`src/rtl/ddr_reset_sequencer_pkg.sv`:
```
// Shared state encoding and default timing for the DDR reset sequencer.
package ddr_package;

    typedef enum logic [2:0] {
        IDLE,
        PWR,
        RST_LO,
        CKE_WAIT,
        XPR_WAIT,
        READY
    } rst_state_e;

    localparam int DEF_CHANNELS    = 1;
    localparam int DEF_CNT_W       = 16;
    localparam int DEF_T_PWR       = 10;
    localparam int DEF_T_RESET     = 20;
    localparam int DEF_T_RST_CKE   = 50;
    localparam int DEF_T_XPR       = 30;
    localparam int DEF_WDOG_CYCLES = 1000;

    // A programmed duration of 0 still occupies the state for one cycle.
    function automatic int eff_cycles(input int t);
        return (t < 1) ? 1 : t;
    endfunction

endpackage

```
`src/rtl/ddr_rst_chan_fsm.sv`:
```
// One DDR channel's power-up sequence: IDLE -> PWR -> RST_LO -> CKE_WAIT -> XPR_WAIT -> READY.
module ddr_rst_chan_fsm
    import ddr_package::*;
#(
    parameter int CNT_W     = DEF_CNT_W,
    parameter int T_PWR     = DEF_T_PWR,
    parameter int T_RESET   = DEF_T_RESET,
    parameter int T_RST_CKE = DEF_T_RST_CKE,
    parameter int T_XPR     = DEF_T_XPR
) (
    input  logic       clock,
    input  logic       reset,
    input  logic       start,
    input  logic       restart_req,
    output logic       restart_ack,
    output logic       reset_n,
    output logic       cke,
    output logic       init_done,
    output rst_state_e state
);

    localparam logic [CNT_W-1:0] LIM_PWR     = CNT_W'(eff_cycles(T_PWR) - 1);
    localparam logic [CNT_W-1:0] LIM_RESET   = CNT_W'(eff_cycles(T_RESET) - 1);
    localparam logic [CNT_W-1:0] LIM_RST_CKE = CNT_W'(eff_cycles(T_RST_CKE) - 1);
    localparam logic [CNT_W-1:0] LIM_XPR     = CNT_W'(eff_cycles(T_XPR) - 1);

    logic [CNT_W-1:0] cnt;
    logic [CNT_W-1:0] limit;
    rst_state_e       next;
    logic             accept;

    always_comb begin
        limit = '0;
        case (state)
            PWR:      limit = LIM_PWR;
            RST_LO:   limit = LIM_RESET;
            CKE_WAIT: limit = LIM_RST_CKE;
            XPR_WAIT: limit = LIM_XPR;
            default:  limit = '0;
        endcase
    end

    always_comb begin
        next   = state;
        accept = 1'b0;
        case (state)
            IDLE:     if (start)        next = PWR;
            PWR:      if (cnt == limit) next = RST_LO;
            RST_LO:   if (cnt == limit) next = CKE_WAIT;
            CKE_WAIT: if (cnt == limit) next = XPR_WAIT;
            XPR_WAIT: if (cnt == limit) next = READY;
            READY: begin
                if (restart_req) begin
                    next   = RST_LO;
                    accept = 1'b1;
                end
            end
            default:  next = IDLE;
        endcase
    end

    // Outputs are decoded from the next state so they change on the entering edge.
    always_ff @(posedge clock or posedge reset) begin
        if (reset) begin
            state       <= IDLE;
            cnt         <= '0;
            restart_ack <= 1'b0;
            reset_n     <= 1'b1;
            cke         <= 1'b0;
            init_done   <= 1'b0;
        end else begin
            state       <= next;
            if (next != state || state == IDLE || state == READY)
                cnt <= '0;
            else
                cnt <= cnt + 1'b1;
            restart_ack <= accept;
            reset_n     <= (next != RST_LO);
            cke         <= (next == XPR_WAIT) || (next == READY);
            init_done   <= (next == READY);
        end
    end

endmodule

```
`src/rtl/ddr_reset_sequencer.sv`:
```
// Multi-channel DDR reset/CKE sequencer; define DDR_RST_WDOG_EN to add the init watchdog.
module ddr_reset_sequencer
    import ddr_package::*;
#(
    parameter int CHANNELS    = DEF_CHANNELS,
    parameter int CNT_W       = DEF_CNT_W,
    parameter int T_PWR       = DEF_T_PWR,
    parameter int T_RESET     = DEF_T_RESET,
    parameter int T_RST_CKE   = DEF_T_RST_CKE,
    parameter int T_XPR       = DEF_T_XPR,
    parameter int WDOG_CYCLES = DEF_WDOG_CYCLES
) (
    input  logic                clock,
    input  logic                reset,
    input  logic                start,
    input  logic [CHANNELS-1:0] restart_req,
    output logic [CHANNELS-1:0] restart_ack,
    output logic [CHANNELS-1:0] reset_n,
    output logic [CHANNELS-1:0] cke,
    output logic [CHANNELS-1:0] init_done,
    output logic                all_done,
    output logic                busy,
    output logic                init_err
);

    localparam longint unsigned CNT_SPAN = 64'd1 << CNT_W;

    if (CHANNELS < 1 || CHANNELS > 8) begin : g_bad_channels
        $error("CHANNELS must be within 1..8");
    end
    if (64'(T_PWR) >= CNT_SPAN || 64'(T_RESET) >= CNT_SPAN ||
        64'(T_RST_CKE) >= CNT_SPAN || 64'(T_XPR) >= CNT_SPAN) begin : g_bad_timing
        $error("timing parameter does not fit in CNT_W bits");
    end
    if (WDOG_CYCLES < 1) begin : g_bad_wdog
        $error("WDOG_CYCLES must be at least 1");
    end

    rst_state_e chan_state [CHANNELS];

    for (genvar i = 0; i < CHANNELS; i++) begin : g_chan
        ddr_rst_chan_fsm #(
            .CNT_W     (CNT_W),
            .T_PWR     (T_PWR),
            .T_RESET   (T_RESET),
            .T_RST_CKE (T_RST_CKE),
            .T_XPR     (T_XPR)
        ) u_fsm (
            .clock       (clock),
            .reset       (reset),
            .start       (start),
            .restart_req (restart_req[i]),
            .restart_ack (restart_ack[i]),
            .reset_n     (reset_n[i]),
            .cke         (cke[i]),
            .init_done   (init_done[i]),
            .state       (chan_state[i])
        );
    end

    always_comb begin
        busy = 1'b0;
        for (int unsigned i = 0; i < CHANNELS; i++) begin
            if (chan_state[i] != IDLE && chan_state[i] != READY)
                busy = 1'b1;
        end
    end

    assign all_done = &init_done;

`ifdef DDR_RST_WDOG_EN
    localparam logic [31:0] WD_MAX = 32'(WDOG_CYCLES);

    logic        wd_run;
    logic        wd_run_next;
    logic [31:0] wd_cnt;
    logic [31:0] wd_next;

    // All channels leave IDLE together, so channel 0 marks the start of sequencing.
    always_comb begin
        wd_run_next = wd_run;
        wd_next     = wd_cnt;
        if (!wd_run && start && chan_state[0] == IDLE) begin
            wd_run_next = 1'b1;
            wd_next     = '0;
        end else if (wd_run) begin
            if (|restart_ack)
                wd_next = 32'd1;
            else if (wd_cnt != WD_MAX)
                wd_next = wd_cnt + 32'd1;
        end
    end

    always_ff @(posedge clock or posedge reset) begin
        if (reset) begin
            wd_run   <= 1'b0;
            wd_cnt   <= '0;
            init_err <= 1'b0;
        end else begin
            wd_run <= wd_run_next;
            wd_cnt <= wd_next;
            if (wd_run_next && wd_next == WD_MAX && !all_done)
                init_err <= 1'b1;
        end
    end
`else
    assign init_err = 1'b0;
`endif

endmodule

```
`config.mk`:
```
export PLATFORM = sky130hd
export DESIGN_NAME = ddr_reset_sequencer
export DESIGN_NICKNAME = d
export VERILOG_FILES = /design/src/rtl/ddr_reset_sequencer_pkg.sv /design/src/rtl/ddr_rst_chan_fsm.sv /design/src/rtl/ddr_reset_sequencer.sv
export SDC_FILE = /design/constraint.sdc
export NUM_CORES = 1
export LEC_CHECK = 0
export CELL_PAD_IN_SITES_DETAIL_PLACEMENT = 1
export CELL_PAD_IN_SITES_GLOBAL_PLACEMENT = 2
export CORE_MARGIN = 4
export CORE_UTILIZATION = 23
export DETAILED_ROUTE_END_ITERATION = 8
export MAX_ROUTING_LAYER = met4
export PLACE_DENSITY_LB_ADDON = 0.1
export RECOVER_POWER = 25
export SYNTH_ARGS = -nofsm -noshare
export SYNTH_HDL_FRONTEND = slang
export SYNTH_SLANG_ARGS = --single-unit
```
`constraint.sdc`:
```
create_clock -name clock -period 3.2 [get_ports clock]
set_input_delay 0.64 -clock clock [delete_from_list [all_inputs] [get_ports clock]]
set_output_delay 0.64 -clock clock [all_outputs]
set_load 0.02 [all_outputs]
```
* Yosys cells after proc, flatten, opt, wreduce, memory -nomap -nowiden *
Cells that the tools add are included.
W data, S select, Z words.

operators by class
  add/subtract/negate cells = 1
  eq/ne operators = 11
  mux-type cells = 12
  reductions and logical operators = 6

operators by type and width
  operator                 number
  $pmux W6 S4              1
  $mux W3                  6
  $pmux W3 S6              1
  $add A16 B1 Y16 const B  1
  $eq A16 B6 Y1            1
  $mux W16                 1
  $eq A3 B3 Y1 const B     4
  $eq A3 B2 Y1 const B     2
  $eq A3 B1 Y1 const B     1
  $logic_not A3 Y1         1
  $logic_or A1 B1 Y1       3
  $mux W1                  3
  $ne A3 B2 Y1 const B     1
  $ne A3 B3 Y1             1
  $ne A3 B3 Y1 const B     1
  $reduce_bool A3 Y1       1
  $logic_and A1 B1 Y1      1

storage, ports and cells
  flip-flop bits (word level) = 23
  input port bits = 4
  output and inout port bits = 7
  word-level logic and storage cells = 36

* Depth between registers and ports, before layout *
Gate-level depths: netlist of the first run.

  depth in word-level cells = 9
  gate-level depth with buffers = 7
  gate-level depth less buffers = 5

* Cells and area by module *
A second synthesis of the first run with hierarchy kept.

second synthesis, totals
  cell total of the unflattened synthesis = 139
  area, all modules = 1432.6 um^2

by module, submodules not included
  module               times used  cells an instance  area each (um^2)  sequential area each (um^2)
  ddr_rst_chan_fsm     1           134                1398.8            576.8
  ddr_reset_sequencer  1           5                  33.8              0.0

* Worst setup path after synthesis of the first run *
Ideal clock, no wire load.

  kind = flip-flop to flip-flop
  start = reg g_chan[0].u_fsm.state[0]
  end = reg g_chan[0].u_fsm.cnt[12]
  setup time = 0.119 ns
  arrival time = 1.860 ns
  path slack = 1.221 ns
  cell stages (with the launch flop) = 8
  period minus slack after synthesis = 1.979 ns
  cell sequence = dfrtp_1 buf_6 or4_1 o311a_1 o31ai_2 a31o_2 buf_4 nor2_1

between the ends
  cells in the longest elaborated chain, start to end = 9
  elaborated cells on any way between the ends = 19
  those cells by class = eq/ne: 7; mux: 9; reduce/logical: 3

ends and longest elaborated chain
  element                                     RTL line                                        RTL
  start: declaration                          ddr_rst_chan_fsm.sv:19                          output rst_state_e state
  start signal: assignment                    ddr_rst_chan_fsm.sv:72                          state <= next;
  $eq A3 B3 Y1, or another cell as far along  ddr_rst_chan_fsm.sv:34, ddr_rst_chan_fsm.sv:46
  $pmux W6 S4                                 ddr_rst_chan_fsm.sv:34                          case (state)
  $eq A16 B6 Y1                               -
  $mux W3 (on tied branches)                  -
  $pmux W3 S6                                 ddr_rst_chan_fsm.sv:46                          case (state)
  $ne A3 B3 Y1                                ddr_rst_chan_fsm.sv:73                          if (next != state || state == IDLE || state == READY)
  $logic_or A1 B1 Y1                          ddr_rst_chan_fsm.sv:73
  $logic_or A1 B1 Y1 *                        ddr_rst_chan_fsm.sv:73
  $mux W16 *                                  ddr_rst_chan_fsm.sv:73
  end signal: assignment                      ddr_rst_chan_fsm.sv:76                          cnt <= cnt + 1'b1;
  end: declaration                            ddr_rst_chan_fsm.sv:27                          logic [CNT_W-1:0] cnt;

Every way passes the cells marked *; elsewhere a longest branch is shown, timed or not.

* Final worst setup path of the first run *
  start = reg g_chan[0].u_fsm.state[0]
  end = out busy

between the ends
  cells in the longest elaborated chain, start to end = 3
  elaborated cells on any way between the ends = 4
  those cells by class = eq/ne: 1; mux: 1; reduce/logical: 2

ends and longest elaborated chain
  element                                             RTL line                   RTL
  $ne A3 B3 Y1 or $reduce_bool A3 Y1 (tied branches)  ddr_reset_sequencer.sv:64  if (chan_state[i] != IDLE && chan_state[i] != READY)
  $logic_and A1 B1 Y1 *                               ddr_reset_sequencer.sv:64
  $mux W1 *                                           ddr_reset_sequencer.sv:64
  end: declaration                                    ddr_reset_sequencer.sv:22  output logic busy,

Marks and branches as above.

==> impl_results.md, run 1 <==
* Status: finished clean
* Area Overhead vs Synth at 12.5%
* Peak supply drop at 0.230 mV
* Net Switching at 479 uW
* Unrepaired setup endpoints after global routing: no
* Synth top area share at 40.9%
* Synth Area per Inst at 9.48 sq um
* Hold_buf cts at 0
* Drt first-iter violations at 43
* DRC at 0
* Routed Antenna Nets at 0
* Clk_skew at 0.00332 ns
* Cell taking the most area after synthesis: dfrtp_1
* Initial DRT Pass Iterations at 4
* Share of cells above drive strength 1 at 6.85%
* Post-Place Worst Slack at 0.885 ns
* Io pins at 11
* CP endpoint kind: output port
* DP HPWL at 2310 um
* P_int at 651 uW
* Die ar. at 7140 sq um
* Count of final setup violators at 0
* Worst min path class: reg2reg
* Vias post-DR at 1036
* Max clock buf depth at 2
* Sw Ratio at 42.4%
* Worst-path clk slew at 0.09 ns
* Clk pwr share at 16.4%
* Hold_ws at 0.546 ns
* # diodes at 0
* Max Slew Vio Count at 0
* CTS tree: yes
* Post-Syn Nets at 147
* Worst R2R Setup Slack at 0.90 ns
* Share of power burned in registers at 42.1%
* First-pass GRT wire length at 5590 um
* H-tree depth at 1
* Die H at 84.5 um
* Ys flop type: dfrtp_1
* Synth cell types at 42
* Final hold violation count at 0
* CTS buffer count at 3
* GRT overflow at 0
* Mean routed wirelength per cell at 14.4 um
* Hold Crit Endpoint: g_chan[0].u_fsm.cnt[0]
* Fin crit period at 2.48 ns
* Setup ws final at 0.721 ns
* Total negative slack at 0 ns
* Post-CTS sizing at 0
* Buffers on Ports at 9
* Post-synth EDFFs at 0
* Reg2reg start: g_chan[0].u_fsm.state[0]
* Power density cells at 746 nW/um^2
* WP buf/inv at 1
* Crit path arrival time at 1.84 ns
* Worst-margin pin slew at 0.926 ns
* Core area at 5610 sq um
* CP Launch Type: register
* Global Route Usage Sum at 10.1%
* F_max at 0.403 GHz
* Kind of critical path: reg2out
* Yosys reg bits at 23
* Top cells by area, synth: dfrtp_1, xor2_1, nor2_1
* Synth warnings at 0
* Number of global-route vias before repair at 1110
* Fillcell total at 672
* Delay-heaviest family, CP: flip-flops
* Setup Buffers After CTS at 0
* Pin count of the biggest net entering global routing at 24
* Leak at 0.631 nW
* Die width at 84.5 um
* Routed WL at 3140 um
* Max Cap Violations at 0
* WP data required at 2.56 ns
* Rel. slew slack at 38.2%
* Starting density of the core at 24.0%
* Final Cycle Share at 77.5%
* Async set-reset flop share out of synthesis at 100%
* Logic pwr share at 41.5%
* FF-to-FF path depth at 5
* Worst stage delay on the critical path at 0.65 ns
* CP Cell Sequence: nand2b_1, nand3b_1, clkdlybuf4s50_1
* FF-to-FF End: g_chan[0].u_fsm.cnt[10]
* Hold depth at 1
* Hold path startpoint: g_chan[0].u_fsm.cnt[0]
* NumNets Final at 152
* Clock sink count at 23
* Initial antenna violation count at 0
* Clock Latency Late Sink at 0.27 ns
* Placer Congestion at 0.776
* Slowest-stage cell, CP: dfrtp_1
* Max FO, Critical Path at 18
* Cells after Synth at 142
* Num rows at 27
* Syn Std Cell Area at 1350 sq um
* Vias/cell at 4.75
* Commonest cells in the netlist: dfrtp_1, nor2_1, xor2_1
* Share of the yosys chip area belonging to registers at 42.8%
* Clock root cell: clkbuf_8
==> state kept, by name (all words and copies together) (netlist names) <==
name	cells
g_chan.u_fsm.cke	1
g_chan.u_fsm.state	3
g_chan.u_fsm.init_done	1
g_chan.u_fsm.restart_ack	1
g_chan.u_fsm.reset_n	1
g_chan.u_fsm.cnt	16
==> layer usage <==
layer | vias to the layer above | track usage, % | wire length, um
met5 | - | - | 0
met2 | 14 | 15.4 | 1470
met3 | 4 | 1.86 | 107
met1 | 520 | 13.2 | 1510
li1 | 498 | - | -
met4 | 0 | 3.88 | 57
==> area by class of cell <==
cell class | count | area [sq um] | area share (%)
clock buffers | 3 | 41.3 | 2.73
clock inverters | 1 | 5.00 | 0.331
inverters | 6 | 22.5 | 1.49
multi-input cells | 104 | 688 | 45.5
flip-flops and latches | 23 | 577 | 38.1
well taps | 72 | 90.1 | 5.95
repair buffers | 9 | 90.1 | 5.95
==> power groups by stage <==
stage	sequential (mW)	combinational, mW	clock (mW)
6_report	0.476	0.469	0.186
2_1_floorplan	0.414	0.434	0
3_5_place_dp	0.483	0.474	0
3_3_place_gp	0.481	0.473	0
5_1_grt	0.497	0.531	0.211
4_1_cts	0.477	0.477	0.195
==> cell families (layout without fill, tap and decap cells) <==
| logic type | Yosys count | in the layout | synth area share [%] |
|---|---|---|---|
| buf+inv | 15 | 19 | 5.85 |
| simple gates | 68 | 68 | 27.5 |
| compound gates | 14 | 14 | 8.46 |
| xor+xnor | 19 | 19 | 13.4 |
| other cells | 1 | 1 | 0.279 |
| flops | 23 | 23 | 42.8 |
| fa+ha+maj | 2 | 2 | 1.67 |
==> per-stage QoR <==
stage                     std cells  instance area [sq um]  utilization, %  total power, mW
after CTS                       218                   1520            27.0             1.15
after global placement          214                   1470            26.2            0.954
after detailed placement        214                   1470            26.2            0.957
final                           218                   1510            27.0             1.13
after global routing            218                   1510            27.0             1.24
after floorplan                 142                   1350               -            0.848
==> worst max path at each step <==
stage                             start                       to  slack (ns)  cells after the start
6_report       g_chan[0].u_fsm.state[0]                     busy        0.72                      3
5_1_grt        g_chan[0].u_fsm.state[0]                     busy        0.55                      3
4_1_cts        g_chan[0].u_fsm.state[0]                     busy        0.69                      3
3_5_place_dp   g_chan[0].u_fsm.state[0]  g_chan[0].u_fsm.cnt[10]        0.88                      5
3_3_place_gp   g_chan[0].u_fsm.state[0]   g_chan[0].u_fsm.cnt[6]        0.94                      5
2_1_floorplan  g_chan[0].u_fsm.state[0]  g_chan[0].u_fsm.cnt[12]        1.22                      7
==> worst register-to-register path: stages, from the launching register on <==
cell,delay (ns)
dfrtp_1,0.56
or4_1,0.59
o311a_1,0.14
o31ai_2,0.34
a31o_2,0.45
nor2_1,0.10
==> placed cells by master, fill, tap and decap left out, drive strengths merged, types with 2 or more instances in the layout <==
master	instances
nor3	3
nand3b	2
xor2	10
nand4	8
a21oi	3
clkdlybuf4s50	7
clkbuf	3
a31o	3
nor4	2
nand3	4
nor2	23
inv	6
dfrtp	22
nand2	6
and4	3
nand2b	5
xnor2	8
dlygate4sd3	2
nor3b	3
or4	2
o31ai	2
No activity file was read; power rests on OpenSTA's default activity.
==> run 2: changes to the inputs <==
==> constraint.sdc (replaced) <==
create_clock -name clock -period 2.1 [get_ports clock]
set_input_delay 0.42 -clock clock [delete_from_list [all_inputs] [get_ports clock]]
set_output_delay 0.42 -clock clock [all_outputs]
set_load 0.02 [all_outputs]
==> impl_results.md, run 2 (synthesis gave the netlist of run 1 again) <==
* Design area at 1710 sq um (+13%)
* Initial antenna violation count at 0 (unchanged)
* CTS buffer count at 3 (unchanged)
* Placer Congestion at 0.744 (-4.1%)
* Pin count of the biggest net entering global routing at 17 (-29%)
* Met1 WL at 1580 um (+5.1%)
* First-pass GRT wire length at 6050 um (+8.3%)
* Unrepaired setup endpoints after global routing: yes
* Largest register by flop count: g_chan.u_fsm.cnt
* Post-Place Worst Slack at 0.0813 ns (-0.803 ns)
* DRC at 0 (unchanged)
* WP depth at 6 (+3)
* Power density cells at 1190 nW/um^2 (+60%)
* Final Cycle Share at 94.8%
* Routed WL at 3520 um (+12%)
* Delay-heaviest family, CP: simple AND/OR/NAND/NOR gates
* Max FO, Critical Path at 5 (-13)
* Number of global-route vias before repair at 1190 (+7.2%)
* CP Launch Type: register
* Kind of critical path: reg2reg
* Placed inst area at 1610 sq um (+9.5%)
* Metal3 WL at 63 um (-41%)
* Crit path arrival time at 2.18 ns (+0.34 ns)
* Clock Latency Late Sink at 0.26 ns (about the same)
* # diodes at 0 (unchanged)
* Max reg flops at 16 (unchanged)
* Routed met2 length at 1820 um (+24%)
* Leak at 0.736 nW (+17%)
* Tot Pwr at 2.04 mW (+80%)
* Peak supply drop at 0.251 mV (+9.3%)
* Worst stage delay on the critical path at 0.48 ns (-0.17 ns)
* H-tree depth at 1 (unchanged)
* Drt first-iter violations at 36 (-16%)
* Largest registers: g_chan.u_fsm.cnt x16, g_chan.u_fsm.state x3
* CP endpoint kind: register
* Count of final setup violators at 0 (unchanged)
* Die ar. at 7140 sq um (unchanged)
* Clk_skew at 0.00378 ns (+0.000469 ns)
* WP buf/inv at 1 (unchanged)
* Worst-path clk slew at 0.08 ns (about the same)
* Max Used Layer: met4
* F_max at 0.502 GHz
* Total negative slack at 0 ns (unchanged)
* Die H at 84.5 um (unchanged)
* Io pins at 11 (unchanged)
* GRT overflow at 0 (unchanged)
* WP data required at 2.29 ns (-0.27 ns)
* Status: finished clean
* Rel. slew slack at 38.7% (+0.48 points)
* Vias/cell at 4.69 (-1.4%)
* Initial DRT Pass Iterations at 4 (unchanged)
* Share of cells above drive strength 1 at 20.4% (+14 points)
* Commonest non-fill, non-tap cells in the layout: nor2_1, dfrtp_1, buf_4
* CTS tree: yes
* Worst min path class: in2async
* Final hold violation count at 0 (unchanged)
* CP Cell Sequence: buf_4, nor2_4, xnor3_1, or3_4, or4_1, a21oi_1
* FF-to-FF path depth at 6 (+1)
* Core area at 5610 sq um (unchanged)
* Global Route Usage Sum at 10.8% (+0.68 points)
* Mean routed wirelength per cell at 14.7 um (+2.2%)
* Setup ws final at 0.109 ns (-0.612 ns)
* Routed Antenna Nets at 0 (unchanged)
* Area Overhead vs Synth at 26.7%
* Hold_buf cts at 0 (unchanged)
* Clock sink count at 23 (unchanged)
* Worst-margin pin slew at 0.920 ns (-0.00619 ns)
* Slowest-stage cell, CP: or4_1
* Max Cap Violations at 0 (unchanged)
* Clock root cell: clkbuf_8
* Buffers on Ports at 9 (unchanged)
* Max Slew Vio Count at 0 (unchanged)
* Fin crit period at 1.99 ns
* Vias post-DR at 1120 (+8.1%)
* Starting density of the core at 24.0% (unchanged)
* DP HPWL at 2780 um (+20%)
* Die width at 84.5 um (unchanged)
* Max clock buf depth at 2 (unchanged)
* Hold_ws at 0.536 ns (-0.0101 ns)
* NumNets Final at 173 (+14%)
* Num rows at 27 (unchanged)
-- run 2: changes by cell type in the layout (fill, tap and decap cells not counted), sizes merged --
cell | before | now
dlygate4sd2 | 0 | 1
clkbuf | 3 | 5
clkinv | 1 | 0
buf | 0 | 20
dlygate4sd3 | 2 | 1
-- run 2: area by class of cell --
class | count | area [sq um]
Multi-Input combinational cell | 104 | 716
Clock buffer | 4 | 45.0
Fill cell | 676 | 3900
Timing Repair Buffer | 30 | 255
Inverter | 6 | 22.5
Tap cell | 72 | 90.1
Sequential cell | 23 | 577
-- run 2: final timing paths --
kind,startpoint,slack (ns),to
hold / removal,reset,0.54,g_chan[0].u_fsm.state[0]
max in group asynchronous,reset,0.43,g_chan[0].u_fsm.cnt[14]
min in group clock,g_chan[0].u_fsm.cnt[0],0.54,g_chan[0].u_fsm.cnt[0]
hold reg to reg,g_chan[0].u_fsm.cnt[0],0.54,g_chan[0].u_fsm.cnt[0]
setup reg to reg,g_chan[0].u_fsm.state[0],0.11,g_chan[0].u_fsm.init_done
setup / recovery,g_chan[0].u_fsm.state[0],0.11,g_chan[0].u_fsm.init_done
-- run 2: layer usage --
layer	vias to the layer above	GRT usage, %
met5	-	-
met4	0	3.45
met3	4	1.67
met2	8	18.9
met1	569	12.6
li1	539	-
-- run 2: per-stage QoR --
| step | std cells | util, % |
|---|---|---|
| finish | 239 | 30.4 |
| global route | 239 | 30.4 |
| CTS | 238 | 29.9 |
| detailed placement | 231 | 28.7 |
| global placement | 231 | 28.7 |
| floorplan | 142 | - |
-- run 2: power breakdown --
group	leakage (nW)	switching, mW	internal (mW)
Sequential	0.299	0.127	0.541
Clock	0.0228	0.141	0.135
Combinational	0.415	0.550	0.541
Total	0.736	0.818	1.22
-- run 2: timing repair --
item / 4_1_cts / 5_1_grt
gates resized for setup: 1 / 5
setup endpoints to repair: 1 / 14
buffers inserted: 3 / 1
hold endpoints to repair: 0 / 0
pin swaps: 0 / 1
cloned: 0 / 0
-- run 2: worst register-to-register path: cells and delay by family, from the launching register on --
family / cells / cell delay [ns]
buffers and inverters: 1 / 0.16
xor gates and xnor gates: 1 / 0.27
AOI/OAI and AO/OA: 1 / 0.13
DFF: 1 / 0.42
and+or+nand+nor: 3 / 0.94
